### config.mk
export PLATFORM = sky130hd
export DESIGN_NAME = fetch_unit
export DESIGN_NICKNAME = d
export VERILOG_FILES = /design/src/rtl/fetch_unit.sv
export SDC_FILE = /design/constraint.sdc
export NUM_CORES = 1
export LEC_CHECK = 0
export BUFFER_PORTS_ARGS = -buffer_cell sky130_fd_sc_hd__buf_2
export CORE_MARGIN = 2
export CORE_UTILIZATION = 61
export CTS_CLUSTER_SIZE = 16
export DETAILED_ROUTE_END_ITERATION = 7
export GPL_ROUTABILITY_DRIVEN = 0
export GPL_TIMING_DRIVEN = 0
export PLACE_DENSITY = 0.95
export SETUP_SLACK_MARGIN = 0.15
export SYNTH_ARGS = -nofsm -noshare
export SYNTH_HDL_FRONTEND = slang
export SYNTH_SLANG_ARGS = --single-unit
### constraint.sdc
create_clock -name clk -period 13.5 [get_ports clk]
set_input_delay 0.675 -clock clk [delete_from_list [all_inputs] [get_ports clk]]
set_output_delay 0.675 -clock clk [all_outputs]
set_load 0.02 [all_outputs]
### src/rtl/fetch_unit.sv
// Instruction-fetch stage: PC generation, credit-limited memory requests, in-order
// instruction queue toward the decoder, and redirect flush with stale-response dropping.
`timescale 1ns/1ps
module fetch_unit #(
  parameter int unsigned DEPTH    = 2,
  parameter logic [31:0] RESET_PC = 32'h0000_0000
) (
  input  logic        clk,
  input  logic        rst,
  output logic        imem_req_valid,
  input  logic        imem_req_ready,
  output logic [31:0] imem_addr,
  input  logic        imem_rsp_valid,
  input  logic [31:0] imem_rsp_data,
  input  logic        redirect,
  input  logic [31:0] redirect_pc,
  output logic        instr_valid,
  input  logic        instr_ready,
  output logic [31:0] instruction,
  output logic [31:0] instr_pc
);

  localparam int unsigned PtrW = $clog2(DEPTH);
  localparam int unsigned CntW = PtrW + 1;
  localparam logic [31:0] Nop  = 32'h0000_0013;

  typedef logic [CntW-1:0] cnt_t;
  typedef logic [PtrW-1:0] ptr_t;

  logic [31:0] pc_q, pc_d;
  cnt_t        count_q, count_d;
  cnt_t        outst_q, outst_d;
  cnt_t        drop_q, drop_d;
  ptr_t        q_rd_q, q_rd_d, q_wr_q, q_wr_d;
  ptr_t        pp_rd_q, pp_rd_d, pp_wr_q, pp_wr_d;
  logic [31:0] q_data_q [DEPTH];
  logic [31:0] q_pc_q   [DEPTH];
  logic [31:0] pp_q     [DEPTH];

  logic [CntW:0] used;
  logic          req_fire, rsp_drop, enq, deq;
  logic          unused_redirect_lsbs;

  assign unused_redirect_lsbs = ^redirect_pc[1:0];

  // Queued entries plus in-flight requests never exceed DEPTH, so a response always has room.
  assign used           = {1'b0, count_q} + {1'b0, outst_q};
  assign imem_req_valid = !rst && !redirect && (used < (CntW+1)'(DEPTH));
  assign imem_addr      = pc_q;
  assign req_fire       = imem_req_valid && imem_req_ready;

  assign rsp_drop = imem_rsp_valid && (drop_q != '0);
  assign enq      = imem_rsp_valid && (drop_q == '0) && !redirect;

  assign instr_valid = (count_q != '0);
  assign instruction = instr_valid ? q_data_q[q_rd_q] : Nop;
  assign instr_pc    = instr_valid ? q_pc_q[q_rd_q] : 32'h0;
  assign deq         = instr_valid && instr_ready && !redirect;

  always_comb begin
    pc_d    = pc_q;
    outst_d = outst_q;
    drop_d  = drop_q;
    count_d = count_q;
    q_rd_d  = q_rd_q;
    q_wr_d  = q_wr_q;
    pp_rd_d = pp_rd_q;
    pp_wr_d = pp_wr_q;

    if (req_fire) begin
      pc_d    = pc_q + 32'd4;
      outst_d = outst_d + cnt_t'(1);
      pp_wr_d = pp_wr_q + ptr_t'(1);
    end
    if (imem_rsp_valid && (outst_q != '0)) begin
      outst_d = outst_d - cnt_t'(1);
      pp_rd_d = pp_rd_q + ptr_t'(1);
    end
    if (rsp_drop) begin
      drop_d = drop_q - cnt_t'(1);
    end

    if (enq) begin
      q_wr_d  = q_wr_q + ptr_t'(1);
      count_d = count_d + cnt_t'(1);
    end
    if (deq) begin
      q_rd_d  = q_rd_q + ptr_t'(1);
      count_d = count_d - cnt_t'(1);
    end

    // Everything still in flight after this cycle belongs to the old stream.
    if (redirect) begin
      pc_d    = {redirect_pc[31:2], 2'b00};
      drop_d  = outst_d;
      count_d = '0;
      q_rd_d  = '0;
      q_wr_d  = '0;
    end
  end

  always_ff @(posedge clk or posedge rst) begin
    if (rst) begin
      pc_q    <= RESET_PC;
      count_q <= '0;
      outst_q <= '0;
      drop_q  <= '0;
      q_rd_q  <= '0;
      q_wr_q  <= '0;
      pp_rd_q <= '0;
      pp_wr_q <= '0;
      for (int i = 0; i < DEPTH; i++) begin
        q_data_q[i] <= Nop;
        q_pc_q[i]   <= 32'h0;
        pp_q[i]     <= 32'h0;
      end
    end else begin
      pc_q    <= pc_d;
      count_q <= count_d;
      outst_q <= outst_d;
      drop_q  <= drop_d;
      q_rd_q  <= q_rd_d;
      q_wr_q  <= q_wr_d;
      pp_rd_q <= pp_rd_d;
      pp_wr_q <= pp_wr_d;
      if (req_fire) begin
        pp_q[pp_wr_q] <= pc_q;
      end
      if (enq) begin
        q_data_q[q_wr_q] <= imem_rsp_data;
        q_pc_q[q_wr_q]   <= pp_q[pp_rd_q];
      end
    end
  end

  assert property (@(posedge clk) disable iff (rst) enq |-> (count_q != cnt_t'(DEPTH)));
  assert property (@(posedge clk) disable iff (rst) imem_rsp_valid |-> (outst_q != '0));

endmodule

# Yosys cells after proc, flatten, opt, wreduce, memory -nomap -nowiden
# Index checks and enable logic that the tools add are counted.
word_totals:
  in_bits: 70
  wordCells: 88
  reg_bits: 234
  out_inout_bits: 98
classes:
  mux: 31
  reduce_logical: 21
  n_lt_le_gt_ge: 7
  addsub: 11
  bitwise_logic: 4
ops:
  columns: ["op", "n"]
  rows:
  - ["$mux 32", 15]
  - ["$bwmux 64", 3]
  - ["$demux 32 s1", 2]
  - ["$add 32x3->32 const B", 1]
  - ["$mux 2", 7]
  - ["$reduce_bool 2->1", 7]
  - ["$logic_and 1x1->1", 11]
  - ["$ge 2x2->1 const B", 4]
  - ["$not 1->2", 4]
  - ["$sub 2x1->2 const B", 3]
  - ["$add 1x1->1 const B", 4]
  - ["$add 2x1->2 const B", 2]
  - ["$lt 2x1->1 const B", 2]
  - ["$mux 1", 4]
  - ["$add 2x2->3", 1]
  - ["$lt 3x2->1 const B", 1]
  - ["$logic_not 1->1", 2]
  - ["$logic_not 2->1", 1]

# Logic depth before layout (Yosys ltp)
depth:
  word_depth: 8
  mapped_depth: 11
  mapped_depth_nobuf: 8

# Least setup slack after synthesis
# OpenSTA, ideal clock, no wires.
synth_path:
  kind: "reg-to-reg"
  from: "reg count_q[0]"
  to: "reg pp_q[34] (netlist name)"
  path_stages_with_launch: 11
  path_buffers: 3
  t_arrival_ns: 2.424
  path_slack_ns: 10.948
  setup_ns: 0.127
  synth_period_minus_slack_ns: 2.552
  required_ns: 13.373
  path_cell_list: "dfrtp_1 inv_1 nor2_1 fa_1 nor4_4 and2_1 buf_4 nand2b_1 buf_2 buf_6 mux2_1"
synth_between:
  elab_chain_cells: 4
synth_lines:
  columns: ["element", "line_no", "rtl"]
  rows:
  - ["start: declaration", "31", "cnt_t count_q, count_d;"]
  - ["start signal: assignment", "119", "count_q <= count_d;"]
  - ["$add 2x2->3", "47", "assign used = {1'b0, count_q} + {1'b0, outst_q};"]
  - ["$lt 3x2->1", "48", "assign imem_req_valid = !rst && !redirect && (used < (CntW+1)'(DEPTH));"]
  - ["$logic_and 1x1->1", "48", null]
  - ["net imem_req_valid", "10", "output logic imem_req_valid,"]
  - ["$logic_and 1x1->1", "50", "assign req_fire = imem_req_valid && imem_req_ready;"]
  - ["end signal: indexed assignment", "127", "pp_q[pp_wr_q] <= pc_q;"]
  - ["end: declaration", "38", "logic [31:0] pp_q [DEPTH];"]
# The timed path passes the listed nets, and every way through them passes these cells.
# A chain may end at the register's enable or synchronous reset.

# Worst setup path after layout
layout_path:
  from: "reg count_q[0]"
  to: "out instruction[1]"
layout_between:
  elab_chain_cells: 2
layout_lines:
  columns: ["element", "line_no", "rtl"]
  rows:
  - ["$reduce_bool 2->1", "55", "assign instr_valid = (count_q != '0);"]
  - ["$mux 32", "56", "assign instruction = instr_valid ? q_data_q[q_rd_q] : Nop;"]
  - ["end: declaration", "19", "output logic [31:0] instruction,"]
# No other way between the ends.

==> results.json <==
{
  "root_buffer": "clkbuf_16",
  "routedWlPerCell_um": 19.5,
  "coreArea_um2": 16600,
  "power_density_nw_per_um2": 223,
  "timing.fmax_ghz": 0.290,
  "slew_violations": 0,
  "path_class": "reg2out",
  "synth-seq-area-share_pct": 54.0,
  "hpwl_um": 18000,
  "nNetsFinal": 1189,
  "syn_avg_cell_area_um2": 11.2,
  "clock_path_buffers": 3,
  "p_total_mw": 2.73,
  "grt_overflow": 0,
  "p_leak_nw": 5.74,
  "cts_setup_buffers": 0,
  "post_cts_resized": 0,
  "synthXorXnorAreaFrac_pct": 0.758,
  "ios": 168,
  "drc": 0,
  "ctsHoldBuffers": 0,
  "dp_slack_ns": 10.61,
  "drive_gt1_share_pct": 31.0,
  "grt_pass1_wl_um": 42600,
  "crit_start": "count_q[0]$_DFF_PP0_",
  "synthDistinctLibCells": 52,
  "place_area_um2": 11500,
  "grt_util_all_layers_pct": 29.5,
  "reg2reg_from": "count_q[0]$_DFF_PP0_",
  "worstMarginPinSlew_ns": 0.881,
  "fin_area_um2": 12200,
  "post-route-period-util_pct": 25.6,
  "synth_top_family_by_area": "multiplexers",
  "finalSetupTns_ns": 0,
  "worstPathArrival_ns": 2.78,
  "grt_pass1_vias": 8310,
  "rsz0062_at_grt": "no",
  "ys_ff_latch": 224,
  "die_h_um": 135,
  "fin_skew_ns": 0.0259,
  "ys.flop_type": "dfrtp_1",
  "start_util_pct": 62.5,
  "path_max_fanout": 10,
  "numCtsBuffers": 23,
  "setup_viol": 0,
  "slew_headroom_pct": 41.3,
  "synthSimpleGateAreaFrac_pct": 11.3,
  "viasPerCell": 6.02,
  "status": "complete, no violations",
  "post-route-min-period_ns": 3.45,
  "path_clk_slew_ns": 0.06,
  "synthAdderAreaFrac_pct": 0.674,
  "setup_ws_ns": 10.05,
  "drt-initial-drc-count": 556,
  "async_flop_share_pct": 100,
  "synth-warning-count": 0,
  "syn_inst": 924,
  "drv_cap": 0,
  "cts_tree": "done",
  "synth_edf_count": 0,
  "startpoint_type": "flip-flop",
  "cts_sinks": 224,
  "hold_slack_ns": 0.325,
  "required_ns": 12.82,
  "wirelength_um": 26300,
  "grt_max_degree": 114,
  "fp-row-count": 47,
  "antenna_cells": 0,
  "critPathCaptureType": "output port",
  "io_buffers": 161,
  "synth_mux_area_share_pct": 21.7,
  "synth_compound_area_share_pct": 8.01,
  "antenna_found_initial": 0,
  "finalHoldViolCount": 0,
  "clk_latency_ns": 0.52,
  "area_delta_synth_final_pct": 17.7,
  "htree_levels": 1,
  "min_path_type": "in2async",
  "die_area_um2": 18100,
  "die_w_um": 135,
  "dr.pass1.iters": 5,
  "ant_nets": 0,
  "vias": 8122,
  "syn_area_um2": 10400,
  "peakVddDrop_v": 0.000109
}
synth_stat cells (all sizes together), types with 5 or more instances:
master	n	area [µm²]
mux2i	94	941
xnor2	6	52.6
o211ai	10	75.1
nor4	6	82.6
nand4	10	92.6
inv	16	60.1
mux2	115	1290
a32oi	5	43.8
nor2	118	443
a221o	7	70.1
dfstp	6	158
nand3	16	85.1
o311ai	7	61.3
a21oi	33	165
nand2	83	314
clkbuf	39	146
buf	27	158
dfrtp	218	5460
o21ai	59	295
report_power, final:
| part | leakage (nW) | internal (mW) | switching (mW) |
|---|---|---|---|
| clock network | 0.357 | 0.345 | 0.259 |
| logic | 2.60 | 0.425 | 0.586 |
| registers | 2.79 | 0.945 | 0.171 |
final cells by class:
class	count	area, µm²
fillers	1045	4410
clock inverters	12	95.1
inverters	16	67.6
plain buffers	66	304
well taps	220	275
repair buffers	162	833
flip-flops and latches	224	5610
multi-input cells	621	4430
clock buffers	29	618
worst paths after layout:
kind | end | depth (start not counted) | slack (ns)
max | instruction[1] | 7 | 10.05
min | imem_addr[2]$_DFFE_PP0P_ | 2 | 0.33
max reg2reg | imem_addr[14]$_DFFE_PP0P_ | 10 | 10.63
min reg2reg | q_pc_q[24]$_DFFE_PP0P_ | 2 | 0.48
max in group asynchronous | q_data_q[47]$_DFFE_PP0P_ | 3 | 12.16
min in group clk | imem_addr[28]$_DFFE_PP0P_ | 3 | 0.36
cells in the final DEF (no fill, tap or decap), drive strengths merged, types with 9 or more instances in the layout:
master / count
dfrtp: 218
o211ai: 10
inv: 17
mux2: 115
mux2i: 94
clkbuf: 68
nand4: 10
a21oi: 33
nand2: 83
nor2: 118
buf: 189
o21ai: 59
clkinv: 9
nand3: 16
routing by layer:
layer / vias to the layer above / global-route usage, % / wire length, µm
met3: 76 / 5.59 / 2080
met2: 411 / 49.5 / 12800
met4: 0 / 10.9 / 737
li1: 3623 / - / -
met5: - / 0 / 0
met1: 4012 / 38.7 / 10600
kinds of logic after synthesis:
group                      after synthesis
DFF                                    224
xor gates and xnor gates                 9
adders and majority gates                5
buffers and inverters                   82
and+or+nand+nor                        257
muxes                                  210
other                                    1
AOI/OAI and AO/OA                      136
worst max-delay path, stage by stage (launching register included):
cell and delay (ns):
dfrtp_1 0.41, inv_1 0.18, ha_1 0.18, clkbuf_1 0.48
clkbuf_1 0.53, inv_1 0.20, nand2_1 0.11, buf_2 0.16
per-stage QoR:
stage          instances  utilization, %
2_1_floorplan        927               -
3_3_place_gp        1308            69.0
3_5_place_dp        1309            69.2
4_1_cts             1350            73.5
5_1_grt             1350            73.5
6_report            1350            73.5
flip-flops by register name, indices dropped and copies added, names as in the netlist:
signal	cells
count_q	2
drop_q	2
imem_addr	30
outst_q	2
pp_q	60
pp_rd_q	1
pp_wr_q	1
q_data_q	64
q_pc_q	60
q_rd_q	1
q_wr_q	1
Power figures use the tool's default switching activity.
